## src/rtl/mux_rr_nch.sv

```systemverilog
// ---------------------------------------------------------------------------
// mux_rr_nch
//   N-channel to one registered output multiplexer with valid/ready
//   handshakes on both sides. Each cycle at most one input channel is
//   granted and its word is captured into the output register.
//
//   Build option:
//     MUX_RR_NCH_RR_EN defined   -> round-robin grant. The search starts one
//                                   past the last granted channel.
//     MUX_RR_NCH_RR_EN undefined -> fixed priority. The lowest index wins.
//   Both builds have the same ports, latency and handshake.
//
//   Handshake: a word moves across an interface on every cycle where its
//   valid and ready are both high. On the input side, rdy[i] is the
//   per-channel ready. Input rdy is combinational from v, m_ready and the
//   registered state. The output side (m/m_valid/m_ready) is fully
//   registered.
//
//   Ports:
//     clk      - clock, rising edge
//     reset    - synchronous, active-high reset
//     x        - channel data, channel i at x[i*W +: W]
//     v        - per-channel valid
//     rdy      - per-channel ready; at most one bit high
//     m        - registered output word
//     m_valid  - m holds an unconsumed word
//     m_ready  - downstream accepts m this cycle
//     sel      - index of the channel that sourced m
// ---------------------------------------------------------------------------
module mux_rr_nch #(
    parameter int W = 2,
    parameter int N = 2,
    parameter int S = 1
) (
    input  logic           clk,
    input  logic           reset,
    input  logic [N*W-1:0] x,
    input  logic [N-1:0]   v,
    output logic [N-1:0]   rdy,
    output logic [W-1:0]   m,
    output logic           m_valid,
    input  logic           m_ready,
    output logic [S-1:0]   sel
);

    logic [W-1:0] r_m;
    logic         r_m_valid;
    logic [S-1:0] r_sel;
`ifdef MUX_RR_NCH_RR_EN
    logic [S-1:0] r_ptr;
`endif

    logic         w_load;
    logic         w_take;
    logic         w_found;
    logic [S-1:0] w_gnt;
    logic [S-1:0] w_cand;
    logic [W-1:0] w_data;

    // The output register can accept a new word when it is empty or is being
    // drained this cycle.
    assign w_load = ~r_m_valid | m_ready;

    // Grant search. The first candidate in search order that has v set wins.
    always_comb begin
        w_found = 1'b0;
        w_gnt   = '0;
        w_cand  = '0;
        w_data  = '0;
`ifdef MUX_RR_NCH_RR_EN
        // Search order is ptr+1, ptr+2, ... wrapping mod N. The last visited
        // candidate is ptr itself. This lets a channel that is the only
        // requester win again.
        for (int k = 1; k <= N; k++) begin
            w_cand = S'((int'(r_ptr) + k) % N);
            if (!w_found && v[w_cand]) begin
                w_found = 1'b1;
                w_gnt   = w_cand;
                w_data  = x[int'(w_cand)*W +: W];
            end
        end
`else
        for (int k = 0; k < N; k++) begin
            w_cand = S'(k);
            if (!w_found && v[w_cand]) begin
                w_found = 1'b1;
                w_gnt   = w_cand;
                w_data  = x[int'(w_cand)*W +: W];
            end
        end
`endif
    end

    // Reset blocks the take. This keeps rdy low while reset is held.
    assign w_take = w_load & w_found & ~reset;

    always_comb begin
        rdy = '0;
        if (w_take) begin
            rdy[w_gnt] = 1'b1;
        end
    end

    always_ff @(posedge clk) begin
        if (reset) begin
            r_m       <= '0;
            r_m_valid <= 1'b0;
            r_sel     <= '0;
`ifdef MUX_RR_NCH_RR_EN
            r_ptr     <= S'(N - 1);
`endif
        end else if (w_load) begin
            if (w_take) begin
                r_m       <= w_data;
                r_sel     <= w_gnt;
                r_m_valid <= 1'b1;
`ifdef MUX_RR_NCH_RR_EN
                r_ptr     <= w_gnt;
`endif
            end else begin
                // Empty or drained with nothing offered. The last word and
                // its index stay visible.
                r_m_valid <= 1'b0;
            end
        end
    end

    assign m       = r_m;
    assign m_valid = r_m_valid;
    assign sel     = r_sel;

endmodule

```

## config.mk

```make
export PLATFORM = sky130hd
export DESIGN_NAME = mux_rr_nch
export DESIGN_NICKNAME = d
export VERILOG_FILES = /design/src/rtl/mux_rr_nch.sv
export SDC_FILE = /design/constraint.sdc
export NUM_CORES = 1
export LEC_CHECK = 0
export ABC_AREA = 0
export CORE_AREA = 2 2 39 41
export DETAILED_ROUTE_END_ITERATION = 16
export DIE_AREA = 0 0 41 43
export SYNTH_ARGS = -nofsm -noshare
export SYNTH_HDL_FRONTEND = slang
export SYNTH_SLANG_ARGS = --single-unit
```

## constraint.sdc

```tcl
create_clock -name clk -period 3.2 [get_ports clk]
set_input_delay 0.64 -clock clk [delete_from_list [all_inputs] [get_ports clk]]
set_output_delay 0.64 -clock clk [all_outputs]
set_load 0.01 [all_outputs]
```

Yosys cells after proc, flatten, opt, wreduce, memory -nomap -nowiden. Index checks and enable logic that the tools add are counted.

Register bits after elaboration: 4. Latch bits: 0. RAM bits: 0. Bits in read-only memories: 0. Output and inout bits: 6. Logic and storage cells: 23. Memories kept: 0.

Add/sub/neg operators: 0. $mul: 0. Divide/modulo/power cells: 0. $lt $le $gt $ge: 2. Equal/unequal tests: 0. Shift-type cells: 0. Mux-type cells: 9. Bitwise logic cells: 5. Reduce and logical (&&, ||, !) cells: 4.

Operators by type and width (count): $mux 2 (3); $mux 1 (5); $and 1x1->1 (2); $logic_and 1x1->1 (2); $lt 1x2->1 const B (1); $not 1->1 (2); $reduce_and 2->1 (1); $demux 1 s1 (1); $ge 1x1->1 const B (1); $logic_not 1->1 (1); $or 1x1->1 (1).

Logic depth before layout (Yosys ltp). Gate-level depths: netlist of the first run.

Depth after elaboration: 9. Depth in mapped cells: 3. Mapped depth without buffers: 3.

Worst setup path before layout of the first run. Ideal clock, no wire load.

Path kind: input to output. Start: in m_ready. End: out rdy[0]. Arrival: 1026 ps. Data required time: 2560 ps. Path slack: 1534 ps. Stages on the path: 2. Buffers on the path: 0. Cells stage by stage: nand2b_1 -> and3_2.

Word-level cells in the longest chain between the ends: 4.

Ends and longest elaborated chain: start: declaration (RTL line 42) `input logic m_ready,`; $or 1x1->1 (RTL line 62) `assign w_load = ~r_m_valid | m_ready;`; $and 1x1->1 (2 in a row) (RTL line 95) `assign w_take = w_load & w_found & ~reset;`; $mux 2 (RTL line 99) `if (w_take) begin`; end: declaration (RTL line 39) `output logic [N-1:0] rdy,`.

Every way passes these cells.

Final worst setup path of the first run.
Start: in reset. End: out rdy[1].

Word-level cells in the longest chain between the ends: 3.

Ends and longest elaborated chain: start: declaration (RTL line 36) `input logic reset,`; $not 1->1 (RTL line 95); $and 1x1->1 (RTL line 95); $mux 2 (RTL line 99).

Every way passes these cells.

==> flow_summary.json, run 1 <==
{
  "path_clk_slew_ns": 0.03,
  "synth-main-ff-cell": "dfxtp_1",
  "cts-root-buf": "clkbuf_4",
  "cts_hold_buf": 0,
  "dp_slack_ns": 0.533,
  "slowest_stage": "clkdlybuf4s50_1",
  "htreeDepth": 1,
  "grt_pass1_vias": 208,
  "dr_total_vias": 248,
  "die_y_um": 43,
  "cts_max_path_buffers": 2,
  "power.density_nw_per_um2": 388,
  "rows": 14,
  "cts_setup_buffers": 0,
  "cts_buffers": 3,
  "vdd_drop_max_mv": 0.137,
  "maxCapViolCount": 0,
  "netlist_area_um2": 205,
  "antenna_found_initial": 0,
  "place_congestion": 0.652,
  "hpwl_um": 456,
  "layout_min_cycle_time_ns": 2.66,
  "port-buffer-count": 14,
  "fin_crit_sh_pct": 83.1,
  "whs_ns": 0.464,
  "groute.layer.met3.usage_pct": 2.62,
  "fill_cells": 155,
  "pwr-share-clk_pct": 39.0,
  "synth_nets": 33,
  "postLayoutCoreUtil_pct": 28.0,
  "critical_path_required_ns": 2.56,
  "grt_usage_pct": 6.63,
  "synth_fa_ha_area_share_pct": 0,
  "drc_errors": 0,
  "power.switching_w": 0.0000325,
  "synth_area_leaders": "dfxtp_1, nand3b_1, a2111o_1",
  "yosys_register_bits": 4,
  "combPwrFrac_pct": 23.5,
  "cts_tree": "built",
  "nNetsFinal": 52,
  "fin_skew_ns": 0.000741,
  "crit_path_cell_trace": "clkdlybuf4s50_1, inv_1, nand3_1, nor2_1, clkdlybuf4s50_1",
  "synth.distinct_cells": 16,
  "wirelength_um": 571,
  "rr_worst_depth": 3,
  "grt_pass1_wl_um": 752,
  "routed_via_density": 4.35,
  "ys_seq_area_share_pct": 39.0,
  "seq_power_share_pct": 37.4,
  "busiest_layer": "met4",
  "grt_max_degree": 8,
  "coreArea_um2": 1380,
  "stdcell_count": 57,
  "clock_latency_ns": 0.23,
  "grt.overflow.total": 0,
  "synth_edf_count": 0,
  "critPathMostFrequentCell": "clkdlybuf4s50_1",
  "rsz0062_at_grt": "no",
  "drive_gt1_share_pct": 12.2,
  "criticalPathCategory": "input port to primary output",
  "die_area_um2": 1760,
  "antenna_cells": 0,
  "synth_compound_area_share_pct": 22.6,
  "slew_headroom_pct": 81.4,
  "met1_usage_pct": 7.72,
  "max_freq_mhz": 376,
  "syn_inst": 24,
  "arrival_ns": 2.02,
  "syn_area_per_cell_um2": 8.55,
  "drtPass1Iterations": 4,
  "finalSetupViolCount": 0,
  "setup-tns-final_ns": 0,
  "r2r_slack_ns": 2.10,
  "startpoint_type": "input port",
  "slowest_delay_ns": 0.54,
  "synth-xor-area-share_pct": 0,
  "synthSimpleGateAreaFrac_pct": 36.6,
  "p_sw_share_pct": 21.6,
  "globalRouteMet2Util_pct": 7.81,
  "drt_iter0_drc": 7,
  "start_util_pct": 14.8,
  "layout_setup_ws_ns": 0.542,
  "status": "finished clean",
  "hold_depth": 2,
  "clock_sinks": 4,
  "io_pins": 15,
  "dp_cells": 54,
  "postRouteAntennaNets": 0,
  "cp_max_fo": 5,
  "hold_path.class": "flop to flop",
  "maxSlewViolCount": 0,
  "synthArstFlopShare_pct": 0,
  "cts-resized-gates": 0,
  "hold_viol": 0,
  "syn_to_final_growth_pct": 89.0,
  "synthMuxAreaShare_pct": 0,
  "internal-power_w": 0.000118,
  "synth.top_cell.area_share_pct": 39.0,
  "tightest_slew_ns": 0.278,
  "synth_warnings": 0,
  "post_drt_wl_per_cell_um": 10.0,
  "synth_top_family_by_area": "simple AND/OR/NAND/NOR gates",
  "synth_top_area_cell": "dfxtp_1",
  "critical_path.endpoint_type": "primary output",
  "die_x_um": 41,
  "p_leak_nw": 0.156
}
-- routing by layer --
metal / routed length, µm / vias up
met3: 85 / 0
li1: - / 124
met2: 271 / 15
met5: 0 / -
met1: 214 / 109
met4: 0 / 0
-- metrics by stage --
stage          cell area, µm²  power (W)
5_1_grt                   388   0.000157
3_5_place_dp              365  0.0000927
2_1_floorplan             205  0.0000689
6_report                  388   0.000151
4_1_cts                   388   0.000155
3_3_place_gp              365  0.0000929
-- sequential cells by signal, summed over array words and instances (netlist names) --
| register | cells |
|---|---|
| sel | 1 |
| m | 2 |
| m_valid | 1 |
-- final timing paths --
kind | startpoint | endpoint
hold / removal | sel | sel
hold reg to reg | sel | sel
setup / recovery | reset | rdy[1]
setup reg to reg | m_valid | m[0]
-- layout make-up --
| class | instances | area (µm²) | area share, % |
|---|---|---|---|
| Clock buffer | 3 | 22.5 | 5.81 |
| Tap cell | 16 | 20.0 | 5.16 |
| Timing Repair Buffer | 14 | 140 | 36.1 |
| Sequential cell | 4 | 80.1 | 20.6 |
| Inverter | 1 | 3.75 | 0.968 |
| Multi-Input combinational cell | 19 | 121 | 31.3 |
-- cells by family after synthesis --
kind of cell,after synthesis
buf+inv,1
flops,4
simple gates,13
compound gates,6
-- critical path, delay by kind of cell --
family	cells	cell delay, ns
buffers and inverters	3	1.16
and+or+nand+nor	2	0.22
-- placed cells by master, fill, tap and decap left out, types with 2 or more instances in the layout --
cell type        instances
dfxtp_1                  4
nor2_1                   2
clkdlybuf4s50_1         14
a21oi_1                  2
clkbuf_4                 3
nand3b_1                 2
nand2_1                  3
-- power groups by stage --
stage	clock, W	sequential [W]	combinational [W]
6_report	0.0000588	0.0000564	0.0000354
5_1_grt	0.0000626	0.0000568	0.0000379
4_1_cts	0.0000630	0.0000564	0.0000357
3_5_place_dp	0	0.0000572	0.0000356
3_3_place_gp	0	0.0000574	0.0000355
2_1_floorplan	0	0.0000589	0.0000101
-- cells in the mapped netlist, drive strengths merged (2+ instances only) --
master and instances:
nand3b 2, a21oi 2, nor2 2, and3 2, dfxtp 4, nand2 3
(Power assumes the default switching activity.)
==> inputs of run 2 (changes only) <==
==> constraint.sdc (replaced) <==
create_clock -name clk -period 2.7 [get_ports clk]
set_input_delay 0.54 -clock clk [delete_from_list [all_inputs] [get_ports clk]]
set_output_delay 0.54 -clock clk [all_outputs]
set_load 0.01 [all_outputs]
==> run 2 against run 1 <==
Net effect: core utilization up 0.54 points; sequential share of layout area fell by 0.39 points; global-route usage is 0.21 points higher; critical path type unchanged; largest cell class unchanged.
==> flow_summary.json, run 2 (same netlist as run 1, synthesis figures left out) <==
{
  "critPathBufInv": 2,
  "io_pins": 15,
  "whs_ns": 0.463,
  "die_y_um": 43,
  "path_clk_slew_ns": 0.04,
  "maxSlewViolCount": 0,
  "final_common_cell": "clkdlybuf4s50_1",
  "drt_iter0_drc": 5,
  "p_leak_nw": 0.161,
  "dr_total_vias": 247,
  "setup-tns-final_ns": 0,
  "criticalPathCategory": "input port to primary output",
  "slowest_delay_ns": 0.54,
  "path_delay_family": "buffers and inverters",
  "grt_max_degree": 8,
  "drtPass1Iterations": 3,
  "slowest_stage": "clkdlybuf4s50_1",
  "cts-resized-gates": 0,
  "startpoint_type": "input port",
  "globalRouteMet2Util_pct": 10.3,
  "drc_errors": 0,
  "hold_path.class": "flop to flop",
  "layout_min_cycle_time_ns": 2.45,
  "finalPower_w": 0.000181,
  "maxCapViolCount": 0,
  "clock_sinks": 4,
  "dp_cells": 55,
  "layout_common_cells": "clkdlybuf4s50_1, dfxtp_1, nand2_1, clkbuf_4",
  "cts_tree": "built",
  "hpwl_um": 451,
  "tightest_slew_ns": 0.260,
  "cts_hold_buf": 0,
  "start_util_pct": 14.8,
  "wirelength_um": 560,
  "antenna_found_initial": 0,
  "finalSetupViolCount": 0,
  "drive_gt1_share_pct": 14.3,
  "antenna_cells": 0,
  "clock_latency_ns": 0.23,
  "port-buffer-count": 14,
  "hold_viol": 0,
  "grt_usage_pct": 6.83,
  "post_drt_wl_per_cell_um": 9.66,
  "place_congestion": 0.630,
  "fin_skew_ns": 0.00334,
  "arrival_ns": 1.91,
  "vdd_drop_max_mv": 0.148,
  "slew_headroom_pct": 82.6,
  "die_area_um2": 1760,
  "groute.layer.met3.usage_pct": 5.24,
  "dp_slack_ns": 0.234,
  "critPathMostFrequentCell": "clkdlybuf4s50_1",
  "critical_path_required_ns": 2.16,
  "rsz0062_at_grt": "no",
  "status": "finished clean",
  "max_freq_mhz": 408,
  "postRouteAntennaNets": 0,
  "grt_pass1_vias": 226,
  "busiest_layer": "met2",
  "largest_reg_flops": 2,
  "routed_via_density": 4.26,
  "syn_to_final_growth_pct": 92.7,
  "rows": 14,
  "nNetsFinal": 53,
  "cts_buffers": 3,
  "grt.overflow.total": 0,
  "htreeDepth": 1,
  "grt_pass1_wl_um": 779,
  "met1_usage_pct": 6.13,
  "crit_path_cell_trace": "clkdlybuf4s50_1, nand2b_1, nand3_1, nor2_1, clkdlybuf4s50_1",
  "die_x_um": 41,
  "stdcell_count": 58,
  "cp_max_fo": 3,
  "power.density_nw_per_um2": 457,
  "cts_setup_buffers": 0,
  "cts_max_path_buffers": 2,
  "cts-root-buf": "clkbuf_4",
  "critical_path.endpoint_type": "primary output",
  "fin_crit_sh_pct": 90.7,
  "coreArea_um2": 1380,
  "layout_setup_ws_ns": 0.251
}
==> run 2: cell types whose count changed in the layout (fill, tap and decap cells not counted), sizes merged <==
cell  delta
buf      +1
==> run 2: per-stage QoR <==
stage,util (%),area (µm²)
after CTS,28.6,395
after global routing,28.6,395
after detailed placement,26.9,373
after global placement,26.9,373
final,28.6,395
after floorplan,-,205
==> run 2: power by group <==
group	switching (W)	internal (W)	leakage [nW]
Clock	0.0000213	0.0000495	0.0138
Combinational	0.0000156	0.0000271	0.114
Sequential	0.00000270	0.0000643	0.0332
Total	0.0000396	0.000141	0.161
==> run 2: final timing paths <==
path | start | to | slack (ns) | cells after the start
worst max-delay path | m_ready | rdy[1] | 0.25 | 5
worst min-delay path | sel | sel | 0.46 | 2
worst max register to register | m_valid | m[0] | 1.61 | 3
worst min register to register | sel | sel | 0.46 | 2
==> run 2: worst register-to-register path: cells and delay by family, from the launching register on <==
kind	cells	cell delay (ns)
compound gates	1	0.32
simple gates	2	0.33
flops	1	0.33
==> run 2: area by class of cell <==
cell class	instances	area [µm²]
tap	16	20.0
multi-input combinational	19	121
sequential	4	80.1
clock buffer	3	22.5
timing repair buffer	15	148
inverter	1	3.75
fill	153	988
==> run 2: metal layers <==
layer / vias up / share of wire, % / routed length, µm
met5: - / 0 / 0
met4: 0 / 0 / 0
met3: 0 / 13 / 75
met2: 7 / 48 / 271
met1: 115 / 38 / 213
li1: 125 / - / -
